## src/rtl/div_iter_if.sv

```systemverilog
// Handshake bundle between the execute-stage divider and its issuing pipeline.
// The master drives the operands and control; the slave returns the stall, status and HI/LO result.
interface div_iter_if #(parameter int WIDTH = 32) ();
  logic             start;
  logic             signed_div;
  logic [WIDTH-1:0] a;
  logic [WIDTH-1:0] b;
  logic             cancel;
  logic             div_stall;
  logic             busy;
  logic             res_valid;
  logic [WIDTH-1:0] hi_o;
  logic [WIDTH-1:0] lo_o;

  modport master (
    output start, signed_div, a, b, cancel,
    input  div_stall, busy, res_valid, hi_o, lo_o
  );

  modport slave (
    input  start, signed_div, a, b, cancel,
    output div_stall, busy, res_valid, hi_o, lo_o
  );
endinterface

```

## src/rtl/div_iter.sv

```systemverilog
// Iterative radix-2 restoring divider (DIV/DIVU) that feeds the HI/LO register file.
// The quotient goes out on lo_o and the remainder on hi_o, with a single res_valid pulse.
//   state  | meaning
//   S_IDLE | waiting for start; a zero divisor goes straight to S_DONE
//   S_BUSY | one restoring step per cycle, 32 steps in total
//   S_DONE | result registered, res_valid high for this one cycle
module div_iter #(parameter int WIDTH = 32) (
  input  logic       i_clk,
  input  logic       i_rst,
  div_iter_if.slave  bus
);

  typedef enum logic [1:0] {S_IDLE = 2'd0, S_BUSY = 2'd1, S_DONE = 2'd2} state_t;

  state_t             r_state, w_state_nxt;
  logic [5:0]         r_cnt;
  logic [2*WIDTH-1:0] r_rq, w_rq_step;
  logic [WIDTH-1:0]   r_dvs, r_hi, r_lo;
  logic [WIDTH-1:0]   w_a_mag, w_b_mag, w_diff, w_quo, w_rem;
  logic [WIDTH:0]     w_rem_sh;
  logic               w_ge, w_dbz, w_last, w_stall;
  logic               r_q_neg, r_r_neg, r_busy, r_res_valid;

  assign w_dbz   = (bus.b == '0);
  assign w_last  = (r_cnt == 6'(WIDTH - 1));
  assign w_a_mag = (bus.signed_div && bus.a[WIDTH-1]) ? -bus.a : bus.a;
  assign w_b_mag = (bus.signed_div && bus.b[WIDTH-1]) ? -bus.b : bus.b;

  // The shifted remainder needs 33 bits, but after a successful subtract it always fits back into 32.
  assign w_rem_sh  = r_rq[2*WIDTH-1:WIDTH-1];
  assign w_ge      = (w_rem_sh >= {1'b0, r_dvs});
  assign w_diff    = w_rem_sh[WIDTH-1:0] - r_dvs;
  assign w_rq_step = w_ge ? {w_diff, r_rq[WIDTH-2:0], 1'b1} : {r_rq[2*WIDTH-2:0], 1'b0};
  assign w_quo     = w_rq_step[WIDTH-1:0];
  assign w_rem     = w_rq_step[2*WIDTH-1:WIDTH];

  always_comb begin
    w_state_nxt = r_state;
    w_stall     = 1'b0;
    case (r_state)
      S_IDLE: begin
        if (bus.start && !bus.cancel) begin
          w_stall     = 1'b1;
          w_state_nxt = w_dbz ? S_DONE : S_BUSY;
        end
      end
      S_BUSY: begin
        w_stall = 1'b1;
        if (w_last) w_state_nxt = S_DONE;
      end
      S_DONE:  w_state_nxt = S_IDLE;
      default: w_state_nxt = S_IDLE;
    endcase
    if (bus.cancel) w_state_nxt = S_IDLE;
  end

  always_ff @(posedge i_clk) begin
    if (i_rst) begin
      r_state     <= S_IDLE;
      r_cnt       <= '0;
      r_rq        <= '0;
      r_dvs       <= '0;
      r_q_neg     <= 1'b0;
      r_r_neg     <= 1'b0;
      r_busy      <= 1'b0;
      r_res_valid <= 1'b0;
      r_hi        <= '0;
      r_lo        <= '0;
    end else begin
      r_state     <= w_state_nxt;
      r_busy      <= (w_state_nxt != S_IDLE);
      r_res_valid <= (w_state_nxt == S_DONE);
      if (!bus.cancel) begin
        case (r_state)
          S_IDLE: begin
            if (bus.start) begin
              if (w_dbz) begin
                r_hi <= bus.a;
                r_lo <= '1;
              end else begin
                r_rq    <= {{WIDTH{1'b0}}, w_a_mag};
                r_dvs   <= w_b_mag;
                r_q_neg <= bus.signed_div & (bus.a[WIDTH-1] ^ bus.b[WIDTH-1]);
                r_r_neg <= bus.signed_div & bus.a[WIDTH-1];
                r_cnt   <= '0;
              end
            end
          end
          S_BUSY: begin
            r_rq  <= w_rq_step;
            r_cnt <= r_cnt + 6'd1;
            if (w_last) begin
              r_lo <= r_q_neg ? -w_quo : w_quo;
              r_hi <= r_r_neg ? -w_rem : w_rem;
            end
          end
          default: ;
        endcase
      end
    end
  end

  assign bus.div_stall = w_stall;
  assign bus.busy      = r_busy;
  assign bus.res_valid = r_res_valid;
  assign bus.hi_o      = r_hi;
  assign bus.lo_o      = r_lo;

endmodule

```

## src/flat_wrapper.sv

```systemverilog
// flat-port wrapper written by rule: the top's interface ports become plain ports
module div_iter_flat 
#(parameter int WIDTH = 32)
  (i_clk, i_rst, bus_start, bus_signed_div, bus_a, bus_b, bus_cancel, bus_div_stall, bus_busy, bus_res_valid, bus_hi_o, bus_lo_o);
  div_iter_if #(.WIDTH(WIDTH)) bus_i ();
  input  logic i_clk;
  input  logic i_rst;
  input wire logic [$bits(bus_i.start)-1:0] bus_start;
  input wire logic [$bits(bus_i.signed_div)-1:0] bus_signed_div;
  input wire logic [$bits(bus_i.a)-1:0] bus_a;
  input wire logic [$bits(bus_i.b)-1:0] bus_b;
  input wire logic [$bits(bus_i.cancel)-1:0] bus_cancel;
  output wire logic [$bits(bus_i.div_stall)-1:0] bus_div_stall;
  output wire logic [$bits(bus_i.busy)-1:0] bus_busy;
  output wire logic [$bits(bus_i.res_valid)-1:0] bus_res_valid;
  output wire logic [$bits(bus_i.hi_o)-1:0] bus_hi_o;
  output wire logic [$bits(bus_i.lo_o)-1:0] bus_lo_o;
  assign bus_i.start = bus_start;
  assign bus_i.signed_div = bus_signed_div;
  assign bus_i.a = bus_a;
  assign bus_i.b = bus_b;
  assign bus_i.cancel = bus_cancel;
  assign bus_div_stall = bus_i.div_stall;
  assign bus_busy = bus_i.busy;
  assign bus_res_valid = bus_i.res_valid;
  assign bus_hi_o = bus_i.hi_o;
  assign bus_lo_o = bus_i.lo_o;
  div_iter #(.WIDTH(WIDTH)) u_core (.i_clk(i_clk), .i_rst(i_rst), .bus(bus_i));
endmodule
```

## config.mk

```make
export PLATFORM = sky130hd
export DESIGN_NAME = div_iter_flat
export DESIGN_NICKNAME = d
export VERILOG_FILES = /design/src/rtl/div_iter_if.sv /design/src/rtl/div_iter.sv /design/src/flat_wrapper.sv
export SDC_FILE = /design/constraint.sdc
export NUM_CORES = 1
export LEC_CHECK = 0
export BUFFER_PORTS_ARGS = -buffer_cell sky130_fd_sc_hd__buf_2
export CAP_MARGIN = 0
export CORE_ASPECT_RATIO = 1.4
export CORE_UTILIZATION = 52
export DETAILED_ROUTE_END_ITERATION = 8
export GPL_TIMING_DRIVEN = 0
export PLACE_DENSITY = 0.82
export SLEW_MARGIN = 20
export SYNTH_ARGS = -nofsm -noshare
export SYNTH_HDL_FRONTEND = slang
export SYNTH_SLANG_ARGS = --single-unit
```

## constraint.sdc

```tcl
create_clock -name i_clk -period 4.7 [get_ports i_clk]
set_input_delay 0.235 -clock i_clk [delete_from_list [all_inputs] [get_ports i_clk]]
set_output_delay 0.235 -clock i_clk [all_outputs]
set_load 0.01 [all_outputs]
```

-- Word-level counts from Yosys, hierarchy flattened
Index checks and enable logic that the tools add are counted.
W data, S select, Z words.
- add/subtract/negate cells: 6
- magnitude comparators: 1
- eq/ne operators: 7
- multiplexer cells: 26
- bitwise logic cells: 5
- reductions and logical operators: 11
- operators by type and width (operator ; number):
    $mux W32 ; 10
    $mux W64 ; 3
    $neg A32 Y32 ; 4
    $pmux W32 S2 ; 2
    $pmux W64 S2 ; 1
    $ge A33 B32 Y1 ; 1
    $logic_not A32 Y1 ; 1
    $sub A32 B32 Y32 ; 1
    $mux W6 ; 2
    $pmux W6 S2 ; 1
    $mux W2 ; 4
    $reduce_and A4 Y1 ; 2
    $add A6 B1 Y6 const B ; 1
    $eq A6 B5 Y1 const B ; 1
    $reduce_and A5 Y1 ; 1
    $ne A2 B1 Y1 const B ; 2
    $ne A2 B2 Y1 const B ; 2
    $pmux W2 S2 ; 1
    $reduce_bool A2 Y1 ; 2
    $logic_and A1 B1 Y1 ; 3
    $and A1 B1 Y1 ; 2
    $eq A2 B1 Y1 const B ; 1
    $eq A2 B2 Y1 const B ; 1
    $logic_not A2 Y1 ; 1
    other kinds (5) ; 6
- register bits: 172
- input bits: 69
- output and inout bits: 67
- word-level logic and storage cells: 66

-- Depth between registers and ports, before layout
Gate-level depths: netlist of the first run.
- depth after elaboration: 6
- depth in mapped cells: 24
- mapped depth without buffers: 18

-- Least setup slack after synthesis of the first run
OpenSTA, ideal clock, no wires.
- path kind: register to register
- from: register u_core.r_dvs[4]
- to: register u_core.r_hi[28], in the netlist u_core.bus.hi_o[28]
- library setup time: 0.079 ns
- data arrival time: 5.018 ns
- data required time: 4.621 ns
- path slack: -0.398 ns
- cell stages (with the launch flop): 24
- buffers on the path: 6
- period minus slack after synthesis: 5.098 ns
- cells stage by stage: dfxtp_1 inv_1 ha_1 buf_6 a21o_1 a31oi_1 a211oi_2 o311a_1 or2_1 buf_2 buf_2 buf_1 buf_2 buf_1 o21ai_0 ha_1 o2111ai_1 nor3_1 and4_1 o221ai_1 or3_4 o31ai_4 xnor2_1 a211oi_2
- word-level cells in the longest chain between the ends: 6
- elaborated cells between the ends (all ways): 7
- classes of those cells: 2 x add/sub; 1 x order compare; 4 x mux
- RTL lines (what ; line ; RTL):
    start, declared ; div_iter.sv:18 ; logic [WIDTH-1:0] r_dvs, r_hi, r_lo;
    start signal, assigned ; div_iter.sv:82 ; r_dvs <= w_b_mag;
    $sub A32 B32 Y32 or $ge A33 B32 Y1 (tied branches) ; div_iter.sv:32, div_iter.sv:31 ;
    $mux W64 (*) ; div_iter.sv:33 ; assign w_rq_step = w_ge ? {w_diff, r_rq[WIDTH-2:0], 1'b1} : {r_rq[2*WIDTH-2:0], 1'b0};
    $neg A32 Y32 ; div_iter.sv:94 ; r_hi <= r_r_neg ? -w_rem : w_rem;
    $mux W32 (*) ; div_iter.sv:94 ;
    $mux W32 (*) ; div_iter.sv:92 ; if (w_last) begin
    $pmux W32 S2 (*) ; div_iter.sv:74 ; case (r_state)
    end signal, assigned ; div_iter.sv:78 ; r_hi <= bus.a;
    end signal, assigned ; div_iter.sv:94 ;
    end, declared ; div_iter.sv:18 ;
Every way passes the cells marked *; elsewhere a longest branch is shown, timed or not. The select of a mux whose other input is x is not followed.
A chain may end at the register's enable or synchronous reset.

-- Worst setup path after layout of the first run
- from: register u_core.r_rq[31]
- to: register u_core.r_hi[25], in the netlist u_core.bus.hi_o[25]
- word-level cells in the longest chain between the ends: 6
- elaborated cells between the ends (all ways): 7
- classes of those cells: 2 x add/sub; 1 x order compare; 4 x mux
- RTL lines (what ; line ; RTL):
    start, declared ; div_iter.sv:17 ; logic [2*WIDTH-1:0] r_rq, w_rq_step;
    start signal, assigned ; div_iter.sv:81 ; r_rq <= {{WIDTH{1'b0}}, w_a_mag};
    start signal, assigned ; div_iter.sv:90 ; r_rq <= w_rq_step;
    $sub A32 B32 Y32 or $ge A33 B32 Y1 (tied branches) ; div_iter.sv:32, div_iter.sv:31 ;
    $mux W64 (*) ; div_iter.sv:33 ;
    $neg A32 Y32 ; div_iter.sv:94 ;
    $mux W32 (*) ; div_iter.sv:94 ;
    $mux W32 (*) ; div_iter.sv:92 ;
    $pmux W32 S2 (*) ; div_iter.sv:74 ;
Marked as above.

==> impl_results.md, run 1 <==
* Status: finished, final reports clean
* Gp weighted congestion at 1.011
* Die ar. at 0.02323 mm²
* Post-route cell area at 0.01411 mm²
* Max cap viols at 0
* Crit. End Element: register
* Total number of vias at 13020
* Clock power frac at 35.7%
* Delay-heaviest family, CP: compound AO/OA/AOI/OAI gates
* Proportion of power drawn by combinational gates at 26.3%
* Leakage at 5.471 nW
* Initial antenna violation count at 0
* First-pass GRT wire length at 67.23 mm
* Hold_buf cts at 0
* Cell area after synthesis at 0.01176 mm²
* Sw Ratio at 32.30%
* I/O pin cnt at 136
* CP bufs+invs at 3
* Crit-path max FO at 8
* Slowest CP cell: or4_1
* Sequential element share of the synthesized area at 29.28%
* Skew-Pair Late Insertion Delay at 0.46 ns
* Power Internal at 2.734 mW
* Port bufs at ~130
* Root Driver: clkbuf_16
* Syn_nets at 1689
* Synth Register Bits at 172
* Starting DRT DRC Count at 1268
* Placed cell area at 0.01282 mm²
* Clk_skew at 0.01538 ns
* Worst slew pin tran at 0.9363 ns
* Crit share post-route at a little over nine tenths
* Area Overhead vs Synth at 19.96%
* Critical path cell sequence: inv_1 > ha_1 > inv_1 > fa_1 > a21o_1 > a221o_1 > buf_6 > a32oi_4 > nand3_2 > xor2_1 > or4_1 > o31a_1 > or3_1 > o21ai_0 > xor2_1 > o22ai_1
* Hold Crit Class: in -> reg
* Hold_sp: bus_b[0]
* Clk pin slew, worst setup/hold paths at about 0.070 ns
* Final min period at 4.628 ns
* Launching point of the worst reg2reg path: u_core.r_rq[31]$_SDFFE_PP0P_
* Total power at 4.038 mW
* Critical Path RT at 5.01 ns
* Ys async rst share at 0%
* Headroom to the max-slew limit at 36.70%
* Peak supply drop at 0.2827 mV
* Residual DRC at 0
* Ys flop type: dfxtp_1
* DIE HEIGHT at 179.9 µm
* WS Path Type: reg -> reg
* H-tree levels at 4
* M2 GR Usage at 62.18%
* Congestion Overflow GR at 0
* Post-DP HPWL at 33.55 mm
* Worst path max stage delay at 0.54 ns
* Layout Nets at 1861
* DP Cell Count at 2013
* Largest net degree at the start of global routing at 17
* Share of layout cells above drive strength 1 at 17.73%
* Busiest layer in global routing: met2
* Drt first pass iters at 6
* Pwr per Cell Area at 286.3 mW/mm²
* Mean post-synth cell area at 7.433 µm²
* Switching Power at 1.304 mW
* Final Slew Violations at 0
* Total track usage at 38.16%
* CTS tree: yes
* Initial Utilization at 53.40%
* Final setup violation count at 0
* Clock buffer depth at 2
* Via density at ~6.3
* Smallest hold slack at 0.06169 ns
* Total wire length at between 40 and 50 mm
* Non-filler cells, final at between 2000 and 2500
* Utilization after layout at 64.06%
* Synth cell types at 82
* Core outline area at 0.02202 mm²
* DR WL/cell at 21.32 µm
* Endpoints failing hold at 0
* FP Rows at 64
* Met1 Use GR at 38.70%
* CP Data Arrival Time at about 4.9 ns
* Max Freq at approximately 0.22 GHz
* Synth warn at 0
* Startpoint types: register
* Vias in the first global route at 12470
* Ant. Diodes at 0
* Antenna viol nets, final at 0
* EDFF count, synth at 0
* Die Wd at 129.1 µm
* Clock buffer count from CTS at 17
* Critical path origin: u_core.r_rq[31]$_SDFFE_PP0P_
* Met3 Usage GRT at under 10%
* Reg power frac at 38.0%
* Clock sinks at 172
* Mapped Cells at 1582
[power by group through the flow]
stage | clock network (mW) | registers, mW | logic (mW)
finish | 1.44 | 1.53 | 1.06
global route | 1.50 | 1.54 | 1.13
CTS | 1.44 | 1.53 | 0.994
detailed placement | 0 | 1.57 | 0.906
global placement | 0 | 1.56 | 0.897
floorplan | 0 | 1.56 | 0.633
[tightest hold or removal path, stage by stage]
cell     delay [ns]
buf_2          0.12
nand2_1        0.06
a21oi_1        0.05
[area by class of cell]
class                           count  area (µm²)
Clock inverter                      7       116.4
Tap cell                          297       371.6
Fill cell                        1953        7915
Multi-Input combinational cell   1247        8097
Timing Repair Buffer              159       862.1
Buffer                            102       519.2
Sequential cell                   172        3476
Clock buffer                       23       457.9
Inverter                           55       206.4
[layout by cell type (no fill, tap or decap), types with 8 or more instances in the layout]
cell type	instances
a311oi_1	23
buf_4	27
buf_2	137
clkbuf_16	17
dfxtp_1	154
a22oi_1	14
inv_1	47
nor4_1	21
or3_1	18
o21ai_0	73
and3_1	9
xnor2_1	65
nand2_1	131
o211ai_1	10
nand4_1	13
clkbuf_1	80
nand2b_1	9
ha_4	14
a21oi_1	132
dfxtp_2	14
a31oi_1	17
o41ai_1	11
o31ai_1	20
mux2i_1	13
or4_1	8
ha_1	17
a211oi_1	79
nand3_1	20
nor2_1	252
and2_1	12
xor2_1	74
nor3_1	40
mux2_2	8
[synth_stat cells, types with 9 or more instances]
master | number | area (µm²)
clkbuf_1 | 84 | 315.3
a22oi_1 | 14 | 105.1
nor4_1 | 22 | 137.6
ha_1 | 37 | 462.9
o41ai_1 | 11 | 96.34
nand3_1 | 22 | 110.1
xnor2_1 | 66 | 578.1
buf_2 | 12 | 60.06
and2_1 | 12 | 75.07
o31ai_1 | 22 | 165.2
xor2_1 | 74 | 648.1
o211ai_1 | 10 | 75.07
a311oi_1 | 23 | 201.4
nor2_1 | 253 | 949.7
nand4_1 | 13 | 81.33
a31oi_1 | 18 | 112.6
nand2_1 | 133 | 499.2
a21oi_1 | 140 | 700.7
o21ai_0 | 77 | 385.4
and3_1 | 11 | 68.82
a211oi_1 | 79 | 593.1
dfxtp_1 | 172 | 3443
nor3_1 | 43 | 215.2
inv_1 | 53 | 198.9
nand2b_1 | 9 | 56.30
mux2i_1 | 14 | 140.1
or3_1 | 18 | 112.6
[logic make-up after synthesis]
group | count (synthesis) | share of synthesized area [%]
compound gates | 460 | 25.73
fa+ha+maj | 38 | 4.107
simple gates | 587 | 23.02
xor+xnor | 140 | 10.43
mux | 22 | 1.958
buf+inv | 163 | 5.480
flops | 172 | 29.28
[per-stage QoR]
step / setup TNS [ns] / setup slack [ns]
floorplan: 0 / 0.009209
global placement: -23.96 / -1.371
detailed placement: -22.62 / -1.338
CTS: 0 / 0.008870
global route: -0.04845 / -0.04845
finish: 0 / 0.07190
[registers in the layout, indices dropped and copies added, names as in the netlist, 2 cells and up]
register / count
u_core.bus.hi_o: 32
u_core.bus.lo_o: 32
u_core.r_cnt: 6
u_core.r_dvs: 32
u_core.r_rq: 64
u_core.r_state: 2
[layer usage]
layer  vias to the layer above  wire length (µm)
li1                       6045                 -
met1                      6048             15380
met2                       672             20400
met3                       258              3379
met4                         0              4816
met5                         -                 0
[worst paths after layout]
| kind | end | slack (ns) | cells after the start |
|---|---|---|---|
| worst max-delay path | u_core.bus.hi_o[25]$_SDFFE_PP0P_ | 0.07 | 16 |
| worst min-delay path | u_core.r_dvs[0]$_SDFFE_PP0P_ | 0.06 | 3 |
| worst max register to register | u_core.bus.hi_o[25]$_SDFFE_PP0P_ | 0.07 | 16 |
| worst min register to register | u_core.r_dvs[25]$_SDFFE_PP0P_ | 0.46 | 2 |
[what timing repair did]
action / 4_1_cts / 5_1_grt
pin swaps: 16 / 23
setup buffers: 16 / 9
endpoints found under the setup margin: 35 / 13
resized for setup: 96 / 50
(Power assumes the default switching activity.)
==> inputs of run 2 (changes only) <==
--- a/config.mk
+++ b/config.mk
@@ -11,7 +11,7 @@
 export CORE_UTILIZATION = 52
 export DETAILED_ROUTE_END_ITERATION = 8
 export GPL_TIMING_DRIVEN = 0
-export PLACE_DENSITY = 0.82
+export PLACE_DENSITY = 0.79
 export SLEW_MARGIN = 20
 export SYNTH_ARGS = -nofsm -noshare
 export SYNTH_HDL_FRONTEND = slang
==> constraint.sdc (replaced) <==
create_clock -name i_clk -period 4.8 [get_ports i_clk]
set_input_delay 0.24 -clock i_clk [delete_from_list [all_inputs] [get_ports i_clk]]
set_output_delay 0.24 -clock i_clk [all_outputs]
set_load 0.01 [all_outputs]
==> impl_results.md, run 2 (synthesized netlist as in run 1, its figures left out) <==
* Most flops, register: u_core.r_rq
* Final setup violation count at 0 (unchanged)
* Die ar. at 0.02323 mm² (unchanged)
* Clock buffer depth at 2 (unchanged)
* Status: finished, final reports clean
* Total track usage at 38.59% (+0.43 points)
* FP Rows at 64 (unchanged)
* Critical path cell sequence: ha_1 > buf_6 > and4_4 > a22o_1 > o311a_1 > or2_4 > buf_12 > buf_12 > buf_12 > buf_12 > o21ai_4 > ha_4 > nand4b_1 > nor3_2 > and3_4 > o221ai_4 > or3_4 > o31ai_4 > xnor2_2 > a211oi_2
* Ant. Diodes at 0 (unchanged)
* Hold Crit Class: in -> reg
* Residual DRC at 0 (unchanged)
* Final Slew Violations at 0 (unchanged)
* Gp weighted congestion at 1.005 (-0.56%)
* Met2 WL post-DR at 20.78 mm (+1.9%)
* DR WL/cell at 21.46 µm (+0.63%)
* Clock sinks at 172 (unchanged)
* Utilization after layout at 63.90% (-0.15 points)
* Placed cell area at 0.01282 mm² (about the same)
* H-tree levels at 4 (unchanged)
* Via density at 6.261 (-0.87%)
* Max cap viols at 0 (unchanged)
* Endpoints failing hold at 0 (unchanged)
* Hold_sp: bus_b[0]
* Critical path origin: u_core.r_rq[46]$_SDFFE_PP0P_
* Die Wd at 129.1 µm (unchanged)
* TNS Setup at 0 ns (unchanged)
* Total power at 3.895 mW (-3.6%)
* Core outline area at 0.02202 mm² (unchanged)
* Smallest hold slack at 0.08208 ns (+0.02039 ns)
* Pwr per Cell Area at 276.8 mW/mm² (-3.3%)
* Worst path max stage delay at 0.43 ns (-0.11 ns)
* First-pass GRT wire length at 67.86 mm (+0.94%)
* Layout Nets at 1859 (-0.11%)
* Crit share post-route at 98.00% (-0.47 points)
* Port bufs at 134 (unchanged)
* Startpoint types: register
* Final min period at 4.704 ns (+0.07583 ns)
* Root Driver: clkbuf_16
* Post-DP HPWL at 34.16 mm (+1.8%)
* Critical Path Most Common Cell: buf_12
* Share of layout cells above drive strength 1 at 17.46% (-0.27 points)
* Antenna viol nets, final at 0 (unchanged)
* Crit. End Element: register
* Most frequent cells in the layout: 253 x nor2_1, 157 x dfxtp_1, 137 x buf_2
* Largest net degree at the start of global routing at 17 (unchanged)
* CTS tree: yes
* Max reg flops at 64 (unchanged)
* Met1 WL at 15.21 mm (-1.1%)
* Drt first pass iters at 6 (unchanged)
* Initial Utilization at 53.40% (unchanged)
* Starting DRT DRC Count at 1108 (-13%)
* Clock buffer count from CTS at 17 (unchanged)
* Skew-Pair Late Insertion Delay at 0.46 ns (about the same)
* Launching point of the worst reg2reg path: u_core.r_rq[46]$_SDFFE_PP0P_
* Post-route cell area at 0.01407 mm² (-0.24%)
* Hold_buf cts at 0 (unchanged)
* Peak supply drop at 0.2896 mV (+2.4%)
* Max Freq at 0.2126 GHz (-1.6%)
* Slowest CP cell: or3_4
* Total wire length at 44.22 mm (+0.58%)
* Headroom to the max-slew limit at 32.76% (-3.9 points)
* Most common library cell in the layout ignoring fill and taps: nor2_1
* Delay-heaviest family, CP: simple AND/OR/NAND/NOR gates
* Area Overhead vs Synth at 19.67%
* Uppermost layer routed: met4
* CP Data Arrival Time at 5.06 ns (+0.12 ns)
* DIE HEIGHT at 179.9 µm (unchanged)
* Met3 wire len at 3.252 mm (-3.8%)
* Clk_skew at 0.02158 ns (+0.006194 ns)
* Total number of vias at 12900 (-0.92%)
* CP bufs+invs at 5 (+2)
* Congestion Overflow GR at 0 (unchanged)
* Crit-path max FO at 10 (+2)
* Clk pin slew, worst setup/hold paths at 0.07 ns (about the same)
* Vias in the first global route at 12650 (+1.4%)
* WS Path Type: reg -> reg
* I/O pin cnt at 136 (unchanged)
* Leakage at 5.442 nW (-0.51%)
* Critical Path RT at 5.16 ns (+0.15 ns)
* Worst slew pin tran at 1.005 ns (+0.06852 ns)
* Initial antenna violation count at 0 (unchanged)
run 2: cell count changes in the layout (fill, tap and decap cells not counted), sizes merged:
cell	previous run	this run
buf	181	179
bufinv	3	1
clkbuf	103	97
clkinv	4	7
clkinvlp	1	2
inv	54	59
run 2: repair_timing:
action / in CTS / in global routing
gates cloned: 0 / 0
pin swaps: 16 / 25
setup endpoints to repair: 33 / 10
setup buffers: 12 / 10
hold endpoints to repair: 0 / 0
resized for setup: 76 / 59
run 2: routing by layer:
metal,global-route usage [%],vias to the layer above
met1,38.85,5955
met5,0,-
met4,40.38,0
met3,8.452,239
li1,-,6039
met2,63.18,670
run 2: path summary, 6_finish.rpt:
kind	end	slack [ns]	cells after the start
max	u_core.bus.hi_o[28]$_SDFFE_PP0P_	0.1	20
min	u_core.r_dvs[0]$_SDFFE_PP0P_	0.08	3
max reg2reg	u_core.bus.hi_o[28]$_SDFFE_PP0P_	0.1	20
min reg2reg	u_core.r_dvs[31]$_SDFFE_PP0P_	0.45	2
run 2: worst reg2reg max path: cells and delay by family (launching register included):
family	cells	cell delay, ns
flip-flops	1	0.35
AO/OA/AOI/OAI	6	1.38
AND/OR/NAND/NOR	6	1.60
buffers and inverters	5	0.70
adder cells (fa/ha/maj)	2	0.49
XOR/XNOR	1	0.10
run 2: power by group:
group / switching [mW] / internal (mW)
clock: 0.640 / 0.722
combinational: 0.645 / 0.385
sequential: 0.0391 / 1.46
total: 1.32 / 2.57
run 2: stage by stage:
step | worst slack [ns] | cells
after floorplan | 0.04186 | 1582
after global placement | -1.406 | 2013
after detailed placement | -1.396 | 2013
after CTS | 0.01615 | 2052
after global routing | -0.04593 | 2061
final | 0.09607 | 2061
run 2: layout make-up:
| class | instances | area (µm²) |
|---|---|---|
| Timing Repair Buffer | 156 | 835.8 |
| Multi-Input combinational cell | 1247 | 8090 |
| Inverter | 55 | 206.4 |
| Tap cell | 297 | 371.6 |
| Buffer | 103 | 533.0 |
| Sequential cell | 172 | 3472 |
| Clock inverter | 14 | 137.6 |
| Fill cell | 1941 | 7949 |
| Clock buffer | 17 | 425.4 |
